**config.mk**
```make
export PLATFORM = sky130hd
export DESIGN_NAME = spi_target
export DESIGN_NICKNAME = d
export VERILOG_FILES = /design/src/rtl/spi_target.sv
export SDC_FILE = /design/constraint.sdc
export NUM_CORES = 1
export LEC_CHECK = 0
export ABC_AREA = 1
export BUFFER_PORTS_ARGS = -buffer_cell sky130_fd_sc_hd__buf_2
export CAP_MARGIN = 40
export CORE_AREA = 2 2 80 89
export DETAILED_ROUTE_END_ITERATION = 10
export DIE_AREA = 0 0 82 91
export PLACE_DENSITY_LB_ADDON = 0.3
export SLEW_MARGIN = 0
export SYNTH_ARGS = -nofsm -noshare
export SYNTH_HDL_FRONTEND = slang
export SYNTH_SLANG_ARGS = --single-unit
```
**constraint.sdc**
```tcl
create_clock -name clk -period 2.4 [get_ports clk]
set_input_delay 0.12 -clock clk [delete_from_list [all_inputs] [get_ports clk]]
set_output_delay 0.12 -clock clk [all_outputs]
set_load 0.05 [all_outputs]
```
**src/rtl/spi_target.sv**
```systemverilog
// SPI mode-0 target: oversamples scsn/sclk/mosi on clk, pushes received bytes to an
// RX FIFO, shifts TX FIFO words out on miso MSB first, and reports per-frame status.
module spi_target #(
   parameter int              DATA = 8,
   parameter logic [DATA-1:0] FILL = {DATA{1'b1}}
) (
   input  logic            clk,
   input  logic            rst,
   input  logic            scsn,
   input  logic            sclk,
   input  logic            mosi,
   output logic            miso,
   output logic [DATA-1:0] wdata,
   output logic            wr,
   input  logic            full,
   input  logic [DATA-1:0] rdata,
   output logic            rd,
   input  logic            empty,
   output logic            busy,
   output logic            done,
   output logic [15:0]     frame_bytes,
   output logic            overrun,
   output logic            underrun
);

   localparam int BW = $clog2(DATA);
   localparam logic [1:0] ST_IDLE   = 2'd0;
   localparam logic [1:0] ST_ACTIVE = 2'd1;
   localparam logic [1:0] ST_DONE   = 2'd2;

   logic            scsn_p0, scsn_p1, scsn_p2;
   logic            sclk_p0, sclk_p1, sclk_p2;
   logic            mosi_p0, mosi_p1;
   logic            cs_fall, cs_rise, sck_rise, sck_fall;
   logic [1:0]      state;
   logic [BW-1:0]   bitcnt;
   logic [DATA-1:0] rx_sh, tx_sh;
   logic [15:0]     byte_cnt;
   logic            fresh_p0, fresh_p1, armed;

   function automatic logic [15:0] sat_inc(input logic [15:0] v);
      return (v == 16'hFFFF) ? v : v + 16'd1;
   endfunction

   // Synchroniser stage: p0/p1 resolve metastability, p2 holds the previous sample
   always_ff @(posedge clk) begin
      if (!rst) begin
         scsn_p0 <= 1'b1; scsn_p1 <= 1'b1; scsn_p2 <= 1'b1;
         sclk_p0 <= 1'b0; sclk_p1 <= 1'b0; sclk_p2 <= 1'b0;
         mosi_p0 <= 1'b0; mosi_p1 <= 1'b0;
      end else begin
         scsn_p0 <= scsn; scsn_p1 <= scsn_p0; scsn_p2 <= scsn_p1;
         sclk_p0 <= sclk; sclk_p1 <= sclk_p0; sclk_p2 <= sclk_p1;
         mosi_p0 <= mosi; mosi_p1 <= mosi_p0;
      end
   end

   assign cs_fall  =  scsn_p2 & ~scsn_p1;
   assign cs_rise  = ~scsn_p2 &  scsn_p1;
   assign sck_rise = ~sclk_p2 &  sclk_p1;
   assign sck_fall =  sclk_p2 & ~sclk_p1;

   assign miso = (state == ST_ACTIVE) && tx_sh[DATA-1];

   // Frame control stage; armed blocks a frame until scsn is genuinely seen high after reset
   always_ff @(posedge clk) begin
      if (!rst) begin
         state       <= ST_IDLE;
         busy        <= 1'b0;
         done        <= 1'b0;
         wr          <= 1'b0;
         rd          <= 1'b0;
         wdata       <= '0;
         frame_bytes <= '0;
         overrun     <= 1'b0;
         underrun    <= 1'b0;
         fresh_p0    <= 1'b0;
         fresh_p1    <= 1'b0;
         armed       <= 1'b0;
      end else begin
         wr       <= 1'b0;
         rd       <= 1'b0;
         done     <= 1'b0;
         fresh_p0 <= 1'b1;
         fresh_p1 <= fresh_p0;
         if (fresh_p1 && scsn_p1) armed <= 1'b1;
         case (state)
            ST_IDLE: begin
               if (cs_fall && armed) begin
                  state    <= ST_ACTIVE;
                  busy     <= 1'b1;
                  bitcnt   <= '0;
                  rx_sh    <= '0;
                  byte_cnt <= '0;
                  overrun  <= 1'b0;
                  underrun <= 1'b0;
                  if (!empty) begin
                     tx_sh <= rdata;
                     rd    <= 1'b1;
                  end else begin
                     tx_sh    <= FILL;
                     underrun <= 1'b1;
                  end
               end
            end
            ST_ACTIVE: begin
               if (cs_rise) begin
                  state <= ST_DONE;
               end else if (sck_rise) begin
                  rx_sh <= {rx_sh[DATA-2:0], mosi_p1};
                  if (bitcnt == BW'(DATA-1)) begin
                     wdata    <= {rx_sh[DATA-2:0], mosi_p1};
                     bitcnt   <= '0;
                     byte_cnt <= sat_inc(byte_cnt);
                     if (!full) wr      <= 1'b1;
                     else       overrun <= 1'b1;
                  end else begin
                     bitcnt <= bitcnt + 1'b1;
                  end
               end else if (sck_fall) begin
                  // bitcnt==0 here means a byte boundary was just crossed: fetch the next word
                  if (bitcnt == '0) begin
                     if (!empty) begin
                        tx_sh <= rdata;
                        rd    <= 1'b1;
                     end else begin
                        tx_sh    <= FILL;
                        underrun <= 1'b1;
                     end
                  end else begin
                     tx_sh <= {tx_sh[DATA-2:0], 1'b0};
                  end
               end
            end
            ST_DONE: begin
               frame_bytes <= byte_cnt;
               done        <= 1'b1;
               busy        <= 1'b0;
               state       <= ST_IDLE;
            end
            default: state <= ST_IDLE;
         endcase
      end
   end

endmodule

```
# Word level (Yosys, flattened, before mapping)
# Index checks and enable logic that the tools add are counted.
word_totals:
  register_bits: 77
  latchBits: 0
  mem_bits_rw: 0
  rom_bits: 0
  input_bits: 15
  out_inout_bits: 31
  elab_cells: 121
  mem_count: 0
op_classes:
  addsub: 2
  multipliers: 0
  div_mod_pow: 0
  magnitude_cmp: 0
  eq_ne: 15
  shift: 0
  mux: 51
  bitwise: 13
  reduce_logical: 16
op_table:
  columns: ["op", "count"]
  rows:
  - ["2-to-1 mux 16 bit", 5]
  - ["2-to-1 mux 8 bit", 6]
  - ["one-hot mux 16 bit (2 select lines)", 1]
  - ["2-to-1 mux 1 bit", 22]
  - ["2-to-1 mux 7 bit", 3]
  - ["inequality test 2 bit, second input constant", 9]
  - ["adder 16 x 1 -> 16 bit, second input constant", 1]
  - ["equality test 16 bit, second input constant", 1]
  - ["one-hot mux 8 bit (2 select lines)", 1]
  - ["one-hot mux 7 bit (2 select lines)", 1]
  - ["AND reduction 7 bit", 2]
  - ["2-to-1 mux 3 bit", 4]
  - ["AND reduction 6 bit", 2]
  - ["inverter 1 bit", 9]
  - ["one-hot mux 1 bit (2 select lines)", 4]
  - ["one-hot mux 3 bit (2 select lines)", 1]
  - ["AND reduction 5 bit", 1]
  - ["OR reduction 5 bit", 1]
  - ["bitwise AND 1 bit", 4]
  - ["2-to-1 mux 2 bit", 2]
  - ["inequality test 2 x 1 -> 1 bit, second input constant", 2]
  - ["one-hot mux 2 bit (2 select lines)", 1]
  - ["AND reduction 2 bit", 2]
  - ["AND reduction 4 bit", 1]
  - ["8 further kinds", 11]

# Longest topological paths before layout
# Gate-level depths: netlist of run 1.
logic_depth:
  depth_word: 6
  mapped_depth: 8
  mapped_depth_nobuf: 8

# Worst setup path before layout of run 1
# Ideal clock, no wire load.
synth_timing:
  kind: "register to register"
  from: "reg state[0]"
  to: "reg byte_cnt[0] (enable)"
  setup_ps: 394
  arrival_time_ps: 1992
  required_time_ps: 2006
  path_slack_ps: 14
  path_stages_with_launch: 8
  path_buffers: 1
  period_less_slack_ps: 2386
  cell_sequence: "dfxtp_1 > nand2_2 > inv_2 > buf_6 > nand2_2 > a21oi_2 > nand2_1 > a21oi_1"
synth_between:
  elab_chain_cells: 3
  elab_cells_between_ends: 9
  classes_between: "eq/ne (6); reduce/logical (3)"
synth_lines:
  columns: ["item", "line", "source"]
  rows:
  - ["start, declared", "35", "logic [1:0] state;"]
  - ["start signal, assigned", "68", "state <= ST_IDLE;"]
  - ["start signal, assigned", "90", "state <= ST_ACTIVE;"]
  - ["start signal, assigned", "108", "state <= ST_DONE;"]
  - ["equality test 2 x 1 -> 1 bit / logical NOT 2 bit (equally long branches)", "87", "case (state)"]
  - ["inequality test 2 bit (no source line) (tied with other cells)", null, null]
  - ["AND reduction 7 bit (no source line) (*)", null, null]
  - ["end signal, assigned", "114", "byte_cnt <= sat_inc(byte_cnt);"]
  - ["end, declared", "38", "logic [15:0] byte_cnt;"]
# Mark *: on every way between the ends. The rest lies on a longest branch, timed or not.
# A chain may end at the register's enable or synchronous reset.

# Worst setup path in the final report of run 1
layout_timing:
  from: "reg byte_cnt[0]"
  to: "reg byte_cnt[9] (enable)"
layout_between:
  elab_chain_cells: 3
layout_lines:
  columns: ["item", "line", "source"]
  rows:
  - ["equality test 16 bit", "42", "return (v == 16'hFFFF) ? v : v + 16'd1;"]
  - ["inequality test 2 bit (no source line)", null, null]
  - ["AND reduction 7 bit (no source line)", null, null]
# No other way between the ends.

==> impl_metrics.env, run 1 <==
export IMPL_rsz0062_at_grt="false"
export IMPL_drv_cap=0
export IMPL_clock_latency_ns=0.35
export IMPL_endpoint_kind="flop"
export IMPL_grt_pass1_wl_um=10500
export IMPL_r2r_slack_ns=0.65
export IMPL_start_util_pct=49.1
export IMPL_vias=2477
export IMPL_clkTransAtPathRegs_ns=0.07
export IMPL_dp_hpwl_um=4300
export IMPL_fill_cells=614
export IMPL_critPathRequiredTime_ns=2.49
export IMPL_die_w_um=82
export IMPL_grt_max_degree=29
export IMPL_max_freq_mhz=572
export IMPL_critical_path_max_stage_delay_ns=0.42
export IMPL_diodes=0
export IMPL_cp_common_cell="nand2_1"
export IMPL_grt_pass1_vias=2287
export IMPL_coreArea_mm2=0.00652
export IMPL_holdWs_ns=0.0726
export IMPL_synth_fp_nets=386
export IMPL_dr_first_iter_drc_count=179
export IMPL_root_buffer="clkbuf_8"
export IMPL_gr_total_overflow=0
export IMPL_drv_slew=0
export IMPL_cts_made_buffers=9
export IMPL_drt_total_wl_um=6070
export IMPL_p_leak_nw=1.67
export IMPL_track_usage_pct=18.5
export IMPL_worst_slack_ns=0.650
export IMPL_cpLargestDelayFamily="simple AND/OR/NAND/NOR gates"
export IMPL_crit_buf_inv=1
export IMPL_die_area_mm2=0.00746
export IMPL_drt_vias_per_instance=4.88
export IMPL_ctsHoldBuffers=4
export IMPL_layout_min_cycle_time_ns=1.75
export IMPL_hold_depth=2
export IMPL_crit_chain="ha_1 -> nand2_1 -> nor3_1 -> nand2_1 -> nor2_1 -> a21oi_1 -> buf_4"
export IMPL_cp_arrival_ns=1.84
export IMPL_cp_slowest_cell="edfxtp_1"
export IMPL_portBuffers=45
export IMPL_min_from="rdata[0]"
export IMPL_start_kind="flop"
export IMPL_hold_class="primary input to flop"
export IMPL_seq_area_mm2=0.00188
export IMPL_ys_seq_area_share_pct=58.8
export IMPL_crit_reg2reg_launch="byte_cnt[0]"
export IMPL_drive_above_1_share_pct=18.5
export IMPL_dpl_worst_slack_ns=0.657
export IMPL_areaGrowthSynthToFinish_pct=16.5
export IMPL_r2r_end="byte_cnt[9]"
export IMPL_ir_drop_mv=0.428
export IMPL_drc_errors=0
export IMPL_clock_sinks=77
export IMPL_whs_endpoint="tx_sh[0]"
export IMPL_finalSetupTns_ns=0
export IMPL_std_cell_rows=31
export IMPL_finalHoldViolations=0
export IMPL_postCtsResizedCells=0
export IMPL_antenna_found_initial=0
export IMPL_synth_cell_types=26
export IMPL_cts_setup_buffers=0
export IMPL_syn_area_mm2=0.00320
export IMPL_multi_input_area_mm2=0.00105
export IMPL_slew_limit_headroom_pct=70.4
export IMPL_ys_ff_latch=77
export IMPL_drtPass1Iterations=4
export IMPL_htree_levels=3
export IMPL_synth_area_per_cell_um2=8.72
export IMPL_pwr_density_cell_mw_per_mm2=644
export IMPL_post_route_period_util_pct=72.9
export IMPL_cts_tree="built"
export IMPL_wl_per_cell_um=11.9
export IMPL_die_h_um=91
export IMPL_globalplace_congestion=0.879
export IMPL_setup_violations=0
export IMPL_ant_nets=0
export IMPL_num_io_pins=46
export IMPL_reg2reg_depth=7
export IMPL_final_cell_mix="nor2_1 (70), inv_1 (49), nand2_1 (49)"
export IMPL_criticalPathCategory="flop to flop"
export IMPL_tightest_slew_ns=0.441
export IMPL_cts_max_path_buffers=2
export IMPL_synthCells=367
export IMPL_final_common_cell="nor2_1"
export IMPL_finClkSkew_ns=0.0103
export IMPL_outcome="complete, no violations"
export IMPL_nNetsFinal=440
export IMPL_yosysWarnings=0
export IMPL_cp_max_fo=16
==> registers in the layout (all words and copies together) (netlist names), 2 cells and up <==
signal,count
rx_sh,7
frame_bytes,16
byte_cnt,16
bitcnt,3
wdata,8
state,2
tx_sh,8
==> synthesized netlist by cell type <==
cell | n | area, um2
edfxtp_1 | 34 | 1020
clkbuf_1 | 3 | 11.3
buf_2 | 7 | 35.0
nor2_1 | 70 | 263
a31oi_1 | 1 | 6.26
buf_6 | 2 | 22.5
o21a_1 | 2 | 15.0
clkinv_1 | 1 | 3.75
a21oi_1 | 27 | 135
xor2_1 | 1 | 8.76
nand4_1 | 2 | 12.5
dfxtp_1 | 43 | 861
nand3_2 | 2 | 20.0
nor3_1 | 9 | 45.0
ha_1 | 4 | 50.1
o21ai_0 | 31 | 155
nand2_2 | 3 | 18.8
o21ai_1 | 8 | 40.0
inv_2 | 3 | 11.3
nor2_4 | 1 | 11.3
nand2_1 | 49 | 184
inv_1 | 49 | 184
or2_2 | 2 | 12.5
a21oi_2 | 1 | 8.76
nor2_2 | 3 | 18.8
nand3_1 | 9 | 45.0
==> stage by stage <==
stage	std cells	power, mW	area, um2	utilization (%)
detailed placement	488	1.49	3500	53.8
floorplan	367	1.47	3200	-
global route	508	2.50	3730	57.2
finish	508	2.40	3730	57.2
CTS	508	2.42	3730	57.2
global placement	488	1.49	3500	53.8
==> how the worst max path moves through the flow <==
stage	startpoint	to	slack (ns)	depth (start not counted)
after global routing	byte_cnt[0]	byte_cnt[15]	0.46	7
after CTS	byte_cnt[0]	byte_cnt[9]	0.64	7
after detailed placement	byte_cnt[0]	byte_cnt[12]	0.66	7
final	byte_cnt[0]	byte_cnt[9]	0.65	7
after global placement	byte_cnt[0]	byte_cnt[13]	0.73	7
after floorplan	state[0]	byte_cnt[0]	0.01	7
==> kinds of logic after synthesis <==
logic type	count (synthesis)	synth area share [%]
and+or+nand+nor	150	19.7
DFF	77	58.8
AOI/OAI and AO/OA	70	11.3
buffers and inverters	65	8.37
adders and majority gates	4	1.56
xor gates and xnor gates	1	0.274
==> final cells by class <==
cell class	instances	area share (%)
inverters	53	5.34
clock inverters	5	1.41
multi-input cells	225	28.2
well taps	82	2.75
repair buffers	55	8.32
clock buffers	11	3.52
flip-flops and latches	77	50.5
==> metal layers <==
metal / track usage, % / up-vias / routed length [um]
met3: 4.57 / 9 / 295
met5: 0 / - / 0
met1: 25.3 / 1116 / 2940
li1: - / 1291 / -
met4: 7.08 / 0 / 87
met2: 28.1 / 61 / 2740
==> power by group <==
part	internal [mW]	switching (mW)	total, mW
sequential	1.37	0.00617	1.38
clock	0.476	0.460	0.937
combinational	0.0330	0.0514	0.0844
No activity file was read; power rests on OpenSTA's default activity.
==> run 2: changes to the inputs <==
--- a/config.mk
+++ b/config.mk
@@ -5,12 +5,12 @@
 export SDC_FILE = /design/constraint.sdc
 export NUM_CORES = 1
 export LEC_CHECK = 0
-export ABC_AREA = 1
+export ABC_AREA = 0
 export BUFFER_PORTS_ARGS = -buffer_cell sky130_fd_sc_hd__buf_2
 export CAP_MARGIN = 40
-export CORE_AREA = 2 2 80 89
+export CORE_AREA = 2 2 79 89
 export DETAILED_ROUTE_END_ITERATION = 10
-export DIE_AREA = 0 0 82 91
+export DIE_AREA = 0 0 81 91
 export PLACE_DENSITY_LB_ADDON = 0.3
 export SLEW_MARGIN = 0
 export SYNTH_ARGS = -nofsm -noshare
==> constraint.sdc (replaced) <==
create_clock -name clk -period 1.55 [get_ports clk]
set_input_delay 0.0775 -clock clk [delete_from_list [all_inputs] [get_ports clk]]
set_output_delay 0.0775 -clock clk [all_outputs]
set_load 0.05 [all_outputs]
==> run 2 against run 1 <==
- routed wire length rose by 7.4%
- worst setup slack got worse by 0.62 ns
- via count fell by 4.5%
- non-clock buffer count rose by 45
- worst hold slack got worse by 0.031 ns
- count of clock-buffer cells in the layout rose by 1
- sequential cell count did not move
- sequential share of layout area fell by 5.8 points
- core utilization rose by 8.4 points
- die area fell by 1.2%
- fmax rose by 15%
- combinational power rose by 65%
- largest power group unchanged
==> impl_metrics.env, run 2 <==
export IMPL_ys_seq_area_share_pct=59.8
export IMPL_syn_area_mm2=0.00315
export IMPL_areaGrowthSynthToFinish_pct=34.3
export IMPL_drive_above_1_share_pct=33.7
export IMPL_drtPass1Iterations=4
export IMPL_finClkSkew_ns=0.0154
export IMPL_wl_per_cell_um=13.4
export IMPL_yosysWarnings=0
export IMPL_criticalPathCategory="flop to flop"
export IMPL_antenna_found_initial=0
export IMPL_synth_area_per_cell_um2=10.5
export IMPL_track_usage_pct=18.8
export IMPL_portBuffers=45
export IMPL_tightest_slew_ns=0.337
export IMPL_finalSetupTns_ns=0
export IMPL_synthMostInstantiatedCell="nor2_1"
export IMPL_crit_reg2reg_launch="bitcnt[0]"
export IMPL_cp_arrival_ns=1.61
export IMPL_htree_levels=3
export IMPL_drt_total_wl_um=6520
export IMPL_cp_slowest_cell="edfxtp_1"
export IMPL_drv_cap=0
export IMPL_grt_pass1_vias=2279
export IMPL_critical_path_max_stage_delay_ns=0.43
export IMPL_vias=2366
export IMPL_fill_cells=499
export IMPL_outcome="complete, no violations"
export IMPL_grt_max_degree=32
export IMPL_drv_slew=0
export IMPL_synth_cell_types=42
export IMPL_cts_tree="built"
export IMPL_reg_top3="byte_cnt (16), frame_bytes (16)"
export IMPL_endpoint_kind="flop"
export IMPL_synthTopCellsByArea="edfxtp_1 (32%), dfxtp_1 (27%), nor2_1 (5.4%)"
export IMPL_cts_max_path_buffers=2
export IMPL_grt_pass1_wl_um=10500
export IMPL_reg2reg_depth=4
export IMPL_cp_max_fo=8
export IMPL_yosys_area_top_type="edfxtp_1"
export IMPL_ys_ff_latch=77
export IMPL_root_buffer="clkbuf_8"
export IMPL_die_h_um=91
export IMPL_post_route_period_util_pct=97.9
export IMPL_die_w_um=81
export IMPL_critPathRequiredTime_ns=1.64
export IMPL_r2r_end="byte_cnt[9]"
export IMPL_clock_sinks=77
export IMPL_diodes=0
export IMPL_final_cell_mix="nor2_1 (44), buf_2 (44), buf_4 (42)"
export IMPL_p_leak_nw=1.76
export IMPL_hold_class="primary input to flop"
export IMPL_start_kind="flop"
export IMPL_pwr_density_cell_mw_per_mm2=939
export IMPL_cts_made_buffers=9
export IMPL_dr_first_iter_drc_count=111
export IMPL_min_from="empty"
export IMPL_yosys_area_top_type_share_pct=32.4
export IMPL_hold_depth=2
export IMPL_crit_chain="ha_2 -> ha_4 -> nor2_2 -> and3b_2"
export IMPL_max_freq_mhz=659
export IMPL_synth_fp_nets=320
export IMPL_post_route_util_pct=65.6
export IMPL_drc_errors=0
export IMPL_slew_limit_headroom_pct=77.5
export IMPL_finalHoldViolations=0
export IMPL_setup_violations=0
export IMPL_coreArea_mm2=0.00644
export IMPL_r2r_slack_ns=0.03
export IMPL_rsz0062_at_grt="true"
export IMPL_cpLargestDelayFamily="simple AND/OR/NAND/NOR gates"
export IMPL_drt_vias_per_instance=4.88
export IMPL_dp_hpwl_um=4360
export IMPL_layout_min_cycle_time_ns=1.52
export IMPL_die_area_mm2=0.00737
export IMPL_synth_edff_count=34
export IMPL_start_util_pct=48.9
export IMPL_ys_flop_type="dfxtp_1"
export IMPL_std_cell_rows=31
export IMPL_globalplace_congestion=0.775
export IMPL_synthTopCellsByCount="nor2_1 (45), dfxtp_1 (43), nand2_1 (37)"
export IMPL_crit_buf_inv=0
export IMPL_clock_latency_ns=0.35
export IMPL_synth_async_reset_ratio_pct=0
export IMPL_whs_endpoint="rd"
export IMPL_num_io_pins=46
export IMPL_ir_drop_mv=0.757
export IMPL_nNetsFinal=417
export IMPL_clkTransAtPathRegs_ns=0.09
export IMPL_synthCells=301
export IMPL_gr_total_overflow=0
export IMPL_ant_nets=0
## run 2: cell types whose count changed after synthesis, moves of 7 or more
| cell | before | now |
|---|---|---|
| and2_1 | 0 | 17 |
| xnor2_1 | 0 | 9 |
| o21ai_0 | 31 | 1 |
| inv_1 | 49 | 9 |
| mux2i_1 | 0 | 8 |
| nor2_1 | 70 | 45 |
| nand2_1 | 49 | 37 |
| nand2b_1 | 0 | 8 |
| o21ai_1 | 8 | 1 |
## run 2: through the flow
stage	hold WS, ns	setup slack (ns)	cells	instance area (um2)	power, mW
after floorplan	0.105	-0.0841	301	3170	2.25
after global placement	0.262	-0.0322	458	3780	2.31
after detailed placement	0.262	-0.0727	458	3780	2.31
after CTS	0.0325	-0.00188	481	4110	4.00
after global routing	0.0571	-0.0332	485	4230	4.11
final	0.0421	0.0329	485	4230	3.97
## run 2: layer usage
metal  share of wire (%)  vias up  global-route usage, %
li1                    -     1214                      -
met1                  43     1100                   22.6
met2                  51       40                   30.6
met3                 3.5       12                   5.47
met4                 2.0        0                   8.47
met5                   0        -                      0
## run 2: cell families after synthesis
group           after synthesis  synth area share [%]
compound gates               36                  6.52
mux                           8                  2.54
buf+inv                      24                  3.42
fa+ha+maj                     4                  1.59
flops                        77                  59.8
xor+xnor                     12                  3.34
simple gates                140                  22.8
## run 2: worst max path at each step
stage	start	cells after the start	endpoint	slack, ns
floorplan	state[1]	5	byte_cnt[0]	-0.08
global placement	state[1]	4	byte_cnt[9]	-0.03
detailed placement	state[1]	4	byte_cnt[10]	-0.07
CTS	bitcnt[0]	4	byte_cnt[13]	-0.002
global route	state[0]	4	byte_cnt[0]	-0.03
finish	bitcnt[0]	4	byte_cnt[9]	0.03
## run 2: area by class of cell
cell class | count | area (um2) | share of cell area [%]
inverters | 9 | 33.8 | 0.800
clock inverters | 4 | 51.3 | 1.21
multi-input cells | 201 | 1250 | 29.6
flip-flops and latches | 77 | 1890 | 44.7
well taps | 82 | 103 | 2.43
clock buffers | 12 | 178 | 4.20
repair buffers | 100 | 722 | 17.1
## run 2: where the power goes
part / internal [mW] / switching (mW) / leakage, nW
registers: 2.13 / 0.0106 / 0.673
logic: 0.0683 / 0.0712 / 0.978
clock network: 0.941 / 0.748 / 0.109
## run 2: repair_timing
action,CTS,global route
endpoints found under the setup margin,25,42
hold endpoints to repair,5,0
pin swaps,0,3
setup buffers,2,2
gates cloned,0,3
hold buffers,5,0
gates resized for setup,9,17
==> run 3: changes to the inputs <==
--- a/config.mk
+++ b/config.mk
@@ -8,9 +8,9 @@
 export ABC_AREA = 0
 export BUFFER_PORTS_ARGS = -buffer_cell sky130_fd_sc_hd__buf_2
 export CAP_MARGIN = 40
-export CORE_AREA = 2 2 79 89
+export CORE_AREA = 2 2 88 99
 export DETAILED_ROUTE_END_ITERATION = 10
-export DIE_AREA = 0 0 81 91
+export DIE_AREA = 0 0 90 101
 export PLACE_DENSITY_LB_ADDON = 0.3
 export SLEW_MARGIN = 0
 export SYNTH_ARGS = -nofsm -noshare
==> run 3 against run 2 <==
- count of clock-buffer cells in the layout is 1 lower
- via count is 2.2% higher
- routed wire length decreased by 1.4%
- non-clock buffer count unchanged
- critical path depth is the same
- worst setup slack gained 0.028 ns
- cell area is 2.5% higher
- worst hold slack improved by 0.0044 ns
- register-to-register slack improved by 0.03 ns
==> impl_metrics.env, run 3 (synthesis gave the netlist of run 2 again) <==
export IMPL_std_cell_rows=35
export IMPL_p_sw_mw=0.784
export IMPL_grt_max_degree=32
export IMPL_finClkSkew_ns=0.0111
export IMPL_antenna_found_initial=0
export IMPL_cts_made_buffers=9
export IMPL_vias=2419
export IMPL_grt_pass1_wl_um=10700
export IMPL_finalSetupTns_ns=0
export IMPL_cts_max_path_buffers=2
export IMPL_num_io_pins=46
export IMPL_drc_errors=0
export IMPL_max_freq_mhz=672
export IMPL_start_util_pct=38.6
export IMPL_layout_min_cycle_time_ns=1.49
export IMPL_slew_limit_headroom_pct=78.4
export IMPL_final_common_cell="buf_2"
export IMPL_dp_hpwl_um=4290
export IMPL_htree_levels=3
export IMPL_drive_above_1_share_pct=36.7
export IMPL_globalplace_congestion=0.797
export IMPL_portBuffers=45
export IMPL_coreArea_mm2=0.00815
export IMPL_ir_drop_mv=0.553
export IMPL_drt_total_wl_um=6430
export IMPL_outcome="complete, no violations"
export IMPL_place_area_mm2=0.00380
export IMPL_min_from="empty"
export IMPL_gr_total_overflow=0
export IMPL_drv_cap=0
export IMPL_track_usage_pct=15.0
export IMPL_setup_violations=0
export IMPL_die_w_um=90
export IMPL_die_area_mm2=0.00909
export IMPL_endpoint_kind="flop"
export IMPL_nNetsFinal=417
export IMPL_critical_path_max_stage_delay_ns=0.36
export IMPL_comb_power_share_pct=3.5
export IMPL_p_int_mw=3.26
export IMPL_diodes=0
export IMPL_tightest_slew_ns=0.324
export IMPL_pwr_density_cell_mw_per_mm2=935
export IMPL_grt_pass1_vias=2352
export IMPL_criticalPathCategory="flop to flop"
export IMPL_hold_class="primary input to flop"
export IMPL_drtPass1Iterations=4
export IMPL_place_inst=484
export IMPL_crit_chain="nor2_1 -> and4b_2 -> o211a_4 -> and3b_2"
export IMPL_cp_max_fo=8
export IMPL_crit_buf_inv=0
export IMPL_final_cell_mix="buf_2 (44), buf_4 (42), nor2_1 (40), dfxtp_1 (40), nand2_1 (36)"
export IMPL_critPathRequiredTime_ns=1.59
export IMPL_p_leak_nw=1.78
export IMPL_cpLargestDelayFamily="simple AND/OR/NAND/NOR gates"
export IMPL_wl_per_cell_um=12.5
export IMPL_p_clk_share_pct=43.6
export IMPL_clkTransAtPathRegs_ns=0.07
export IMPL_power_frac_seq_pct=52.8
export IMPL_die_h_um=101
export IMPL_finalHoldViolations=0
export IMPL_switching_share_pct=19.4
export IMPL_root_buffer="clkbuf_8"
export IMPL_reg2reg_depth=4
export IMPL_drv_slew=0
export IMPL_crit_reg2reg_launch="state[0]"
export IMPL_dr_first_iter_drc_count=150
export IMPL_rsz0062_at_grt="true"
export IMPL_cp_slowest_cell="dfxtp_4"
export IMPL_hold_depth=2
export IMPL_cts_tree="built"
export IMPL_fin_cells=514
export IMPL_cp_arrival_ns=1.53
export IMPL_ant_nets=0
export IMPL_clock_sinks=77
export IMPL_drt_vias_per_instance=4.71
export IMPL_post_route_period_util_pct=96.1
export IMPL_startpoint="state[0]"
export IMPL_stdcell_area_mm2=0.00433
export IMPL_reg_top3="byte_cnt (16), frame_bytes (16)"
export IMPL_start_kind="flop"
export IMPL_fill_cells=755
export IMPL_areaGrowthSynthToFinish_pct=37.6
export IMPL_worstSetupPathDepth=4
export IMPL_clock_latency_ns=0.35
==> run 3: per-layer routing <==
metal | share of wire [%] | track usage [%] | vias to the layer above
met4 | 1.6 | 5.68 | 0
li1 | - | - | 1214
met5 | 0 | 0 | -
met2 | 49 | 24.3 | 60
met1 | 45 | 18.7 | 1136
met3 | 4.7 | 4.94 | 9
==> run 3: repair_timing <==
| item | in CTS | in global routing |
|---|---|---|
| endpoints found under the setup margin | 25 | 40 |
| hold endpoints to repair | 6 | 0 |
| buffers inserted | 2 | 4 |
| resized for setup | 14 | 30 |
| cloned | 1 | 2 |
| hold buffers | 6 | 0 |
| pin swaps | 1 | 7 |
==> run 3: through the flow <==
step	power [mW]	setup WS (ns)	utilization (%)	hold slack, ns
CTS	4.09	-0.00442	51.4	0.0351
finish	4.05	0.0609	53.2	0.0464
global route	4.23	-0.0206	53.2	0.0475
detailed placement	2.31	-0.0548	46.6	0.269
global placement	2.30	-0.0387	46.6	0.259
floorplan	2.25	-0.0841	-	0.105
==> run 3: final cells by class <==
cell class	instances	area (um2)	share of cell area, %
well taps	111	139	3.21
clock inverters	5	100	2.31
inverters	9	36.3	0.838
multi-input cells	201	1310	30.3
flip-flops and latches	77	1890	43.6
clock buffers	11	131	3.03
repair buffers	100	723	16.7
==> run 3: final timing paths <==
check                                   end  slack [ns]
worst max register to register  byte_cnt[0]        0.06
worst min register to register      scsn_p1        0.41
worst min-delay path                     rd        0.05
worst max-delay path            byte_cnt[0]        0.06
==> run 3: power by group through the flow <==
stage,clock network [mW],registers (mW),logic [mW]
floorplan,0,2.19,0.0636
global placement,0,2.18,0.118
detailed placement,0,2.19,0.120
CTS,1.82,2.14,0.136
global route,1.93,2.14,0.159
finish,1.77,2.14,0.143
